--- src/rtl/rcpu_pkg.sv ---
// Shared register-file definitions: default lane width, lane-count helper and
// the half-mask encodings of the 16-bit configuration.
package rcpu_pkg;

    localparam int LANE_W = 8;

    function automatic int lanes(input int w, input int lane_w);
        return w / lane_w;
    endfunction

    localparam int LANES_16 = lanes(16, LANE_W);

    typedef logic [LANES_16-1:0] lane_mask_t;

    localparam lane_mask_t MASK_FULL = 2'b11;
    localparam lane_mask_t MASK_LO   = 2'b01;
    localparam lane_mask_t MASK_HI   = 2'b10;

endpackage

--- src/rtl/lane_merge.sv ---
// Combinational lane merge: a full mask writes the word through unchanged;
// a partial mask broadcasts one source lane into every enabled lane.
module lane_merge
    import rcpu_pkg::*;
#(
    parameter int W      = 16,
    parameter int LANE_W = rcpu_pkg::LANE_W,
    localparam int L     = rcpu_pkg::lanes(W, LANE_W),
    localparam int SW    = (L > 1) ? $clog2(L) : 1
) (
    input  logic [W-1:0]  cur,
    input  logic [W-1:0]  wr_data,
    input  logic [L-1:0]  wr_mask,
    input  logic [SW-1:0] wr_src_lane,
    output logic [W-1:0]  next
);

    logic              full_mask;
    logic [LANE_W-1:0] src_lane;

    assign full_mask = &wr_mask;

    // Source indices with no matching lane leave src_lane at zero.
    always_comb begin
        src_lane = '0;
        for (int i = 0; i < L; i++) begin
            if (wr_src_lane == SW'(i)) begin
                src_lane = wr_data[i*LANE_W +: LANE_W];
            end
        end
    end

    genvar gi;
    generate
        for (gi = 0; gi < L; gi++) begin : g_lane
            assign next[gi*LANE_W +: LANE_W] =
                full_mask    ? wr_data[gi*LANE_W +: LANE_W] :
                wr_mask[gi]  ? src_lane :
                               cur[gi*LANE_W +: LANE_W];
        end
    endgenerate

endmodule

--- src/rtl/regfile_lanes.sv ---
// Lane-writable register file with two async read ports and a busy scoreboard.
// Define REGFILE_BYPASS_EN to forward same-cycle writes/clears to the read ports.
module regfile_lanes
    import rcpu_pkg::*;
#(
    parameter int W        = 16,
    parameter int LANE_W   = rcpu_pkg::LANE_W,
    parameter int DEPTH    = 8,
    parameter bit ZERO_REG = 1'b0,
    localparam int L       = rcpu_pkg::lanes(W, LANE_W),
    localparam int A       = (DEPTH > 1) ? $clog2(DEPTH) : 1,
    localparam int SW      = (L > 1) ? $clog2(L) : 1
) (
    input  logic          clk,
    input  logic          rst_n,
    input  logic [A-1:0]  rd0_addr,
    input  logic [A-1:0]  rd1_addr,
    output logic [W-1:0]  rd0_data,
    output logic [W-1:0]  rd1_data,
    output logic          rd0_busy,
    output logic          rd1_busy,
    input  logic          wr_en,
    input  logic [A-1:0]  wr_addr,
    input  logic [W-1:0]  wr_data,
    input  logic [L-1:0]  wr_mask,
    input  logic [SW-1:0] wr_src_lane,
    input  logic          wr_clr,
    input  logic          rsv_en,
    input  logic [A-1:0]  rsv_addr,
    output logic          busy_any
);

    logic [W-1:0]     value_reg  [DEPTH];
    logic [W-1:0]     value_next [DEPTH];
    logic [DEPTH-1:0] busy_reg;
    logic [DEPTH-1:0] busy_next;

    logic [DEPTH-1:0] wr_hit;
    logic [DEPTH-1:0] rsv_hit;
    logic [W-1:0]     wr_cur;
    logic [W-1:0]     wr_next;

    // Out-of-range addresses simply match no row, so they read as zero.
    always_comb begin
        wr_cur = '0;
        for (int i = 0; i < DEPTH; i++) begin
            if (wr_addr == A'(i)) begin
                wr_cur = value_reg[i];
            end
        end
    end

    lane_merge #(
        .W      (W),
        .LANE_W (LANE_W)
    ) u_wr_merge (
        .cur         (wr_cur),
        .wr_data     (wr_data),
        .wr_mask     (wr_mask),
        .wr_src_lane (wr_src_lane),
        .next        (wr_next)
    );

    genvar gi;
    generate
        for (gi = 0; gi < DEPTH; gi++) begin : g_row
            localparam bit LOCKED = ZERO_REG && (gi == 0);

            assign wr_hit[gi]  = !LOCKED && wr_en  && (wr_addr  == A'(gi));
            assign rsv_hit[gi] = !LOCKED && rsv_en && (rsv_addr == A'(gi));

            assign value_next[gi] = wr_hit[gi] ? wr_next : value_reg[gi];
            // A reservation is younger than the completing write, so set wins.
            assign busy_next[gi]  = rsv_hit[gi] | (busy_reg[gi] & ~(wr_hit[gi] & wr_clr));
        end
    endgenerate

    always_ff @(posedge clk or negedge rst_n) begin
        if (!rst_n) begin
            for (int i = 0; i < DEPTH; i++) begin
                value_reg[i] <= '0;
            end
            busy_reg <= '0;
        end else begin
            value_reg <= value_next;
            busy_reg  <= busy_next;
        end
    end

    assign busy_any = |busy_reg;

    logic [A-1:0] rd_addr [2];
    logic [W-1:0] rd_data [2];
    logic [1:0]   rd_busy;

    assign rd_addr[0] = rd0_addr;
    assign rd_addr[1] = rd1_addr;

    generate
        for (gi = 0; gi < 2; gi++) begin : g_port
            logic [W-1:0] cur_data;
            logic         cur_busy;

            always_comb begin
                cur_data = '0;
                cur_busy = 1'b0;
                for (int i = 0; i < DEPTH; i++) begin
                    if (rd_addr[gi] == A'(i)) begin
                        cur_data = value_reg[i];
                        cur_busy = busy_reg[i];
                    end
                end
            end

`ifdef REGFILE_BYPASS_EN
            logic [W-1:0] merged;
            logic         fwd;
            logic         rsv_same;

            lane_merge #(
                .W      (W),
                .LANE_W (LANE_W)
            ) u_rd_merge (
                .cur         (cur_data),
                .wr_data     (wr_data),
                .wr_mask     (wr_mask),
                .wr_src_lane (wr_src_lane),
                .next        (merged)
            );

            assign fwd         = (|wr_hit)  && (rd_addr[gi] == wr_addr);
            assign rsv_same    = (|rsv_hit) && (rd_addr[gi] == rsv_addr);
            assign rd_data[gi] = fwd ? merged : cur_data;
            assign rd_busy[gi] = cur_busy & ~(fwd & wr_clr & ~rsv_same);
`else
            assign rd_data[gi] = cur_data;
            assign rd_busy[gi] = cur_busy;
`endif
        end
    endgenerate

    assign rd0_data = rd_data[0];
    assign rd1_data = rd_data[1];
    assign rd0_busy = rd_busy[0];
    assign rd1_busy = rd_busy[1];

endmodule

--- config.mk ---
export PLATFORM = sky130hd
export DESIGN_NAME = regfile_lanes
export DESIGN_NICKNAME = d
export VERILOG_FILES = /design/src/rtl/rcpu_pkg.sv /design/src/rtl/lane_merge.sv /design/src/rtl/regfile_lanes.sv
export SDC_FILE = /design/constraint.sdc
export NUM_CORES = 1
export LEC_CHECK = 0
export CAP_MARGIN = 25
export CORE_UTILIZATION = 50
export DETAILED_ROUTE_END_ITERATION = 6
export DONT_BUFFER_PORTS = 1
export PLACE_DENSITY = 0.68
export SYNTH_ARGS = -nofsm -noshare
export SYNTH_HDL_FRONTEND = slang
export SYNTH_SLANG_ARGS = --single-unit
--- constraint.sdc ---
create_clock -name clk -period 2.1 [get_ports clk]
set_clock_uncertainty 0.05 [all_clocks]
set_input_delay 0.42 -clock clk [delete_from_list [all_inputs] [get_ports clk]]
set_output_delay 0.42 -clock clk [all_outputs]
set_load 0.01 [all_outputs]
==> flow_summary.toml <==
[layout]
diode_count = 0
layout.cells.most_common_list = "174 x o21ai_0, 172 x nand2_1, 132 x dfrtp_1"
nets = 1142
n_fill_cell = 1499
layoutNonFillerInstCount = 1344
largest_register_ffs = 128
post_route_cells_drive_above_1_share_pct = 21.63
layout_commonest_cell = "o21ai_0"
flow.area_growth_from_synthesis_pct = 18.58

[global_routing]
first_global_vias = 8708
groute.usage.overall_pct = 37.47
grt_max_degree = 137
first_pass_grt_wire_length_um = 51270
antenna_found_initial = 0
remaining_global_route_overflow = 0

[clocking]
htree_num_levels = 4
cts_tree = "done"
clkSinkCount = 136
buffer_depth_of_the_longest_clock_path = 2
worstSkewPairLatency_ns = 0.43
cts_inserted_buffers = 17
cts.root.buffer_cell = "clkbuf_16"
clk_transition_reported_paths_ns = 0.06

[logic_synthesis]
syn_area_per_cell_um2 = 8.534
syn-num-nets = 1084
synth_enable_flop_cells = 0
yosys_most_used_dff = "dfrtp_1"
netlist-cell-type-count = 52
synth-seq-area-share_pct = 38.05
synthCells = 1048
asyncSetResetFlopFracSynth_pct = 100.0
ys_warn_count = 0
syn_area_um2 = 8944
yosys_register_bits = 136

[power_and_ir_drop]
leakagePower_nw = 4.447
power.share.switching_pct = 33.79
pwr-share-clk_pct = 30.9
power-per-cell-area_nw_per_um2 = 913.1
comb_power_share_pct = 27.7
total_switching_power_mw = 3.272
report.power.total_mw = 9.684
worst_ir_drop_vdd_v = 0.0006000
cellInternalPower_mw = 6.412
share_seq_of_total_power_pct = 41.4

[worst_setup_path]
worstSetupEndpointType = "primary output"
worst_r2r_startpoint = "value_reg[83]"
cp_top_family = "compound AO/OA/AOI/OAI gates"
timing.critical_path.fanout_max = 4
start_kind = "register"
path_cells = "mux2_2 > a222oi_1 > o21ai_1 > buf_4"
worstPathBufferInverterCount = 1
worst_ep_arrival_time_ns = 1.73
cell_depth_of_the_worst_setup_path = 4
reg2reg_to = "value_reg[51]"
worst_case_reg_to_reg_path_depth = 5
worst_ep_required_time_ns = 1.63
critical_path.slowest_cell = "dfrtp_1"
cpPeakStageDelay_ns = 0.41
cp-startpoint = "value_reg[46]"
setup.worst_path.class = "reg -> out"
ff2ff_setup_slack_ns = 0.19

[sta]
worst_hold_slack_ns = -0.3614
drv_slew = 0
achievable-frequency_mhz = 453.8
final_min_period_over_clock_period_pct = 104.9
final.setup.worst_slack_ns = -0.1035
slew_headroom_pct = 60.62
finalSetupViolCount = 6
rsz0062_at_grt = "true"
tightest_slew_ns = 0.5906
finalHoldViolations = 136
fin_crit_ns = 2.203

[floorplanning]
die_x_um = 135.7
dieHeight_um = 135.7
initial_core_util_pct = 51.53
ios = 71
rows = 48
floorplan.die_area_um2 = 18430
core_region_area_um2 = 17360

[worst_hold_path]
worst_hold_path_type = "in -> async"

[place]
routabilityCongestion = 0.9555
hpwl_um = 22100
dp.cells = 1277
dp_slack_ns = 0.03994
io_buffers = 0

[routing]
met2_routed_wirelength_um = 14750
drt-pass1-iter-count = 6
avgViaCountPerCell = 6.912
route.layer.met1.wl_um = 13350
first_iter_violations = 1526
drc_errors = 0
vias = 9290
highest-signal-layer = "met4"
detail_route.wl_per_cell_um = 25.03
met3WireLength_um = 4067
final_routed_wirelength_um = 33630
route.antenna.remaining_nets = 0

[outcome]
failed_checks = "hold timing, setup timing"
run_status = "finished, violations left"

[run]
cap_viol_max_count = 0
## power groups by stage
stage	combinational (mW)	sequential [mW]	clock, mW
after floorplan	1.71	3.71	0
after global placement	2.17	4.00	0
after detailed placement	2.22	4.00	0
after CTS	2.47	3.93	3.01
after global routing	2.92	4.05	3.14
final	2.69	4.01	2.99
## through the flow
step | area, um^2 | utilization [%] | TNS [ns] | hold WS, ns
2_1_floorplan | 8949 | - | -0.002241 | 0.07441
3_3_place_gp | 9512 | 54.80 | 0 | 0.08186
3_5_place_dp | 9512 | 54.80 | 0 | 0.08092
4_1_cts | 10320 | 59.47 | -0.2190 | -0.3715
5_1_grt | 10610 | 61.10 | -0.9580 | -0.3740
6_report | 10610 | 61.10 | -0.2323 | -0.3614
## layer usage
| metal | vias to the layer above | track usage [%] |
|---|---|---|
| met2 | 715 | 54.93 |
| met4 | 0 | 18.41 |
| met5 | - | 0 |
| li1 | 4047 | - |
| met3 | 117 | 9.091 |
| met1 | 4411 | 51.54 |
## how the worst max path moves through the flow
stage	endpoint	slack, ns
after floorplan	rd0_data[13]	-0.002
after global placement	rd1_data[1]	0.09
after detailed placement	value_reg[100]	0.04
after CTS	rd1_data[14]	-0.09
after global routing	rd1_data[14]	-0.16
final	rd1_data[14]	-0.10
## timing repair
item,4_1_cts,5_1_grt
resized for setup,27,48
setup buffers,22,13
endpoints found under the setup margin,18,55
pin swaps,18,32
hold endpoints to repair,136,136
## synth_stat cells, types with 3 or more instances
master	number	share of area (%)
o31ai_1	4	0.34
nand2_1	175	7.3
a22o_1	5	0.49
a221o_1	5	0.56
a21boi_0	7	0.59
o21ai_1	7	0.39
o21ai_0	197	11
o221ai_1	8	0.78
a32o_1	4	0.45
a222oi_1	10	1.1
o22ai_1	18	1.3
a22oi_1	24	2.0
a2bb2oi_1	56	5.5
clkbuf_1	55	2.3
nor3_1	12	0.67
mux2_2	24	3.0
nand2b_1	6	0.42
dfrtp_1	136	38
buf_2	15	0.84
a211oi_1	11	0.92
mux4_2	11	2.8
buf_1	7	0.29
nand3_1	9	0.50
and2b_1	3	0.25
inv_1	10	0.42
mux2i_1	40	4.5
o221a_2	6	0.76
buf_6	5	0.63
nor2b_1	39	2.7
nor2_1	51	2.1
o21bai_1	12	1.0
a21oi_1	21	1.2
o211ai_1	11	0.92
a221oi_1	21	2.1
## cell type report
type                            instances  area, um^2  area share (%)
Tap cell                              225       281.5           2.655
Clock inverter                         12       125.1           1.180
Inverter                               11       41.29          0.3893
Multi-Input combinational cell        818        5373           50.66
Timing Repair Buffer                  122       919.6           8.672
Clock buffer                           20       456.7           4.306
Sequential cell                       136        3408           32.14
## kinds of logic (layout without fill, tap and decap cells)
family	Yosys count	in the layout	synth area share [%]
muxes	75	75	10.27
and+or+nand+nor	307	307	14.98
AOI/OAI and AO/OA	436	436	32.11
DFF	136	136	38.05
buffers and inverters	94	165	4.589
(Power assumes the default switching activity.)
